## src/rtl/mem_stage_ctrl.sv

```systemverilog
// Memory-stage controller: issues loads/stores on a req/ack bus, stalls the
// upstream pipeline while waiting, and drives the MEM/WB register fields.
module mem_stage_ctrl #(
  parameter int MAX_WAIT = 16
) (
  input  logic        CLK,
  input  logic        RESET,
  input  logic        PCSrcM,
  input  logic        RegWriteM,
  input  logic        MemtoRegM,
  input  logic        MemWriteM,
  input  logic [31:0] ALUResultM,
  input  logic [31:0] WriteDataM,
  input  logic [3:0]  WA3M,
  output logic        MemReq,
  output logic        MemWe,
  output logic [31:0] MemAddr,
  output logic [31:0] MemWData,
  input  logic [31:0] MemRData,
  input  logic        MemAck,
  output logic        StallM,
  output logic        PCSrcW,
  output logic        RegWriteW,
  output logic        MemtoRegW,
  output logic [31:0] ReadDataW,
  output logic [31:0] ALUOutW,
  output logic [3:0]  WA3W,
  output logic        DAbort
);

  typedef enum logic {IDLE, REQ} state_t;

  state_t     state, stateNext;
  logic [7:0] waitCnt;
  logic       pcSrcL, regWriteL, memtoRegL;
  logic [3:0] wa3L;
  logic       access, aligned, timeout;

  always_comb begin
    access    = MemtoRegM | MemWriteM;
    aligned   = (ALUResultM[1:0] == 2'b00);
    stateNext = state;
    StallM    = 1'b0;
    timeout   = 1'b0;
    case (state)
      IDLE: begin
        if (access && aligned) begin
          StallM    = 1'b1;
          stateNext = REQ;
        end
      end
      REQ: begin
        if (MemAck) begin
          stateNext = IDLE;
        end else if (waitCnt == 8'(MAX_WAIT - 1)) begin
          timeout   = 1'b1;
          stateNext = IDLE;
        end else begin
          StallM = 1'b1;
        end
      end
      default: stateNext = IDLE;
    endcase
  end

  assign MemReq = (state == REQ);

  // Falling-edge stage boundary: MEM/WB register plus latched request
  always_ff @(negedge CLK) begin
    if (RESET) begin
      state     <= IDLE;
      waitCnt   <= '0;
      DAbort    <= 1'b0;
      MemWe     <= 1'b0;
      MemAddr   <= '0;
      MemWData  <= '0;
      pcSrcL    <= 1'b0;
      regWriteL <= 1'b0;
      memtoRegL <= 1'b0;
      wa3L      <= '0;
      PCSrcW    <= 1'b0;
      RegWriteW <= 1'b0;
      MemtoRegW <= 1'b0;
      ReadDataW <= '0;
      ALUOutW   <= '0;
      WA3W      <= '0;
    end else begin
      state <= stateNext;
      case (state)
        IDLE: begin
          ALUOutW <= ALUResultM;
          WA3W    <= WA3M;
          if (!access) begin
            PCSrcW    <= PCSrcM;
            RegWriteW <= RegWriteM;
            MemtoRegW <= 1'b0;
          end else begin
            PCSrcW    <= 1'b0;
            RegWriteW <= 1'b0;
            MemtoRegW <= 1'b0;
            if (!aligned) begin
              DAbort <= 1'b1;
            end else begin
              MemAddr   <= ALUResultM;
              MemWData  <= WriteDataM;
              MemWe     <= MemWriteM;
              pcSrcL    <= PCSrcM;
              regWriteL <= RegWriteM;
              memtoRegL <= MemtoRegM & ~MemWriteM;
              wa3L      <= WA3M;
              waitCnt   <= '0;
            end
          end
        end
        REQ: begin
          if (MemAck) begin
            PCSrcW    <= pcSrcL;
            RegWriteW <= regWriteL;
            MemtoRegW <= memtoRegL;
            ALUOutW   <= MemAddr;
            WA3W      <= wa3L;
            if (memtoRegL) ReadDataW <= MemRData;
          end else begin
            PCSrcW    <= 1'b0;
            RegWriteW <= 1'b0;
            MemtoRegW <= 1'b0;
            if (timeout) DAbort <= 1'b1;
            else         waitCnt <= waitCnt + 8'd1;
          end
        end
        default: ;
      endcase
    end
  end

endmodule
```

## config.mk

```make
export PLATFORM = sky130hd
export DESIGN_NAME = mem_stage_ctrl
export DESIGN_NICKNAME = d
export VERILOG_FILES = /design/src/rtl/mem_stage_ctrl.sv
export SDC_FILE = /design/constraint.sdc
export NUM_CORES = 1
export LEC_CHECK = 0
export BUFFER_PORTS_ARGS = -buffer_cell sky130_fd_sc_hd__buf_4
export CORE_MARGIN = 5
export CORE_UTILIZATION = 35
export DETAILED_ROUTE_END_ITERATION = 8
export GPL_TIMING_DRIVEN = 0
export HOLD_SLACK_MARGIN = 0.12
export PLACE_DENSITY = 0.71
export SLEW_MARGIN = 20
export SYNTH_ARGS = -nofsm -noshare
export SYNTH_HDL_FRONTEND = slang
export SYNTH_SLANG_ARGS = --single-unit
```

## constraint.sdc

```tcl
create_clock -name CLK -period 1.9 [get_ports CLK]
set_input_delay 0.285 -clock CLK [delete_from_list [all_inputs] [get_ports CLK]]
set_output_delay 0.285 -clock CLK [all_outputs]
set_load 0.1 [all_outputs]
```

==> run metrics <==
Switching Share 37.9%; Mapped Area 5770 um^2; synthesized area per cell 8.38 um^2; antenna-violating nets left 0; final cell count without fillers 1404; Slew Viols, Final 0; Max clock buf depth 2; DR iter-0 viols 250; port bufs 244; IO Count 246; cell count after synthesis 689; CTS Buf Count 17; Initial Utilization 35.2%; htree depth 4; post-synthesis sequential area ratio 53.1%; clk slew on worst S/H paths 0.04 ns; drt first pass iters 4; pin count of the biggest net entering global routing 17; antenna cell count 0; vias in the first global route 7501; cell area after layout 12600 um^2; final worst slack -1.14 ns; status finished, violations left; Post-Route WL 25.7 mm; Pint 6.50 mW; final net count 1279; Yosys top cell area share 53.1%; DIE HEIGHT 138 um; via count 6940; slowest CP cell or4_4; leakage 5.86 nW; sequential share of power 33.4%; layout cells sized above 1 56.2%; Max Clock Skew 0.0300 ns; most frequent cells in the layout inv_1 (160), buf_4 (160), buf_12 (148), nand2_1 (140), dfxtp_2 (107); TritonCTS clock tree done; critical-path cell list or4_4 -> nor3_4 -> buf_6 -> nor2_4 -> buf_12; Slew headroom 43.0%; dpl ws -0.865 ns; CP Launch Type register; P_sw 3.97 mW; cell total after placement 1153; worst-path fanout max 2; setup TNS -60.30 ns; clock sinks 153; vias per cell 4.94; Yosys reg bits 153; largest cells by area after synthesis dfxtp_1 (53%), nand2_1 (13%), a21oi_1 (9.1%); CP peak stage delay 0.53 ns; Netlist cell types 36; final core utilization 77.0%; Fill cells 1001; detailed placement HPWL 13.8 mm; Max VDD drop 0.000607 V; Area after DPL 8210 um^2; GPL Wtd Cong 0.828; Hold Vio Cnt, Final 0; Synth Flop Type dfxtp_1; WS Path Type reg -> out; CTS root buf clkbuf_16; worst hold slack 0.460 ns; Final setup viols 218; Die X 138 um; WP data arrival 2.76 ns; Residual DRC 0; Clock Latency Late Sink 0.48 ns; Synth Warn # 0; Comb power frac 23.0%; FP Rows 47; first-pass GRT wire length 37.3 mm; post-synthesis async set-or-reset flop share 0%; number of max-cap violations 0; Hold WC Path Type reg -> reg; routed len/inst 18.3 um; gr usage total 23.9%; Layout area overhead 119%; initial antenna violation count 0; Core Box Area 16400 um^2; RSZ-0062 raised after global routing true; Cell Pwr Density 829 nW/um^2; Synth area leader dfxtp_1; Power, Total 10.5 mW; Worst Tran Pin Value 0.855 ns; crit path capture type primary output; Post-synth EDFFs 0; failing checks setup timing; WP data required 1.62 ns; syn_nets 797; clock power share 43.5%; grt ovf 0; die area 19200 um^2
## critical path, delay by kind of cell, from the launching register on
family                 cells  cell delay (ns)
AND/OR/NAND/NOR            3             0.72
flip-flops                 1             0.34
buffers and inverters      2             0.29
## state kept, by name, summed over array words and instances, names as in the netlist, 4 cells and up
signal / cells
waitCnt: 8
wa3L: 4
MemAddr: 32
MemWData: 32
ALUOutW: 32
ReadDataW: 32
WA3W: 4
## area by class of cell
class                   count  area (um^2)  area share [%]
multi-input cells         477         3200            25.4
clock inverters           168          681            5.39
inverters                   3         11.3          0.0891
clock buffers              17          425            3.37
repair buffers            311         4220            33.4
plain buffers              55          492            3.89
well taps                 220          275            2.18
flip-flops and latches    153         3330            26.3
## Yosys cell counts (4+ instances only)
| cell | count |
|---|---|
| o21ai_0 | 8 |
| clkbuf_1 | 37 |
| or2_2 | 4 |
| nor2_1 | 44 |
| dfxtp_1 | 153 |
| mux2i_1 | 36 |
| a211oi_1 | 39 |
| inv_1 | 4 |
| buf_2 | 15 |
| a21oi_1 | 105 |
| nand2_1 | 205 |
## power by group through the flow
stage	Combinational, mW	Clock (mW)	Sequential, mW
after floorplan	0.370	0.490	4.37
after global placement	1.73	0.490	3.50
after detailed placement	1.74	0.490	3.51
after CTS	2.17	4.55	3.51
after global routing	2.50	5.08	3.51
final	2.41	4.56	3.50
## path summary, 6_finish.rpt
check	slack [ns]	end	cells after the start	from
setup / recovery	-1.14	StallM	5	waitCnt[6]
hold / removal	0.46	wa3L[2]	2	wa3L[2]
setup reg to reg	0.05	waitCnt[0]	6	waitCnt[1]
hold reg to reg	0.46	wa3L[2]	2	wa3L[2]
## cell families after synthesis
group | share of synthesized area [%]
adders and majority gates | 0.217
buffers and inverters | 4.23
muxes | 6.24
AOI/OAI and AO/OA | 16.6
and+or+nand+nor | 19.7
DFF | 53.1
## layer usage
layer  vias to the layer above  part of all wire [%]  GRT usage, %
li1                       3295                     -             -
met1                      3309                    37          24.6
met2                       280                    54          40.0
met3                        56                   7.3          12.5
met4                         0                   2.4          12.1
met5                         -                     0             0
## timing repair
action,in CTS,in global routing
resized for setup,475,221
gates cloned,3,5
pin swaps,2,123
setup buffers,42,18
hold buffers,0,0
setup endpoints to repair,264,272
Note: power is estimated with default switching activity, not from simulation.
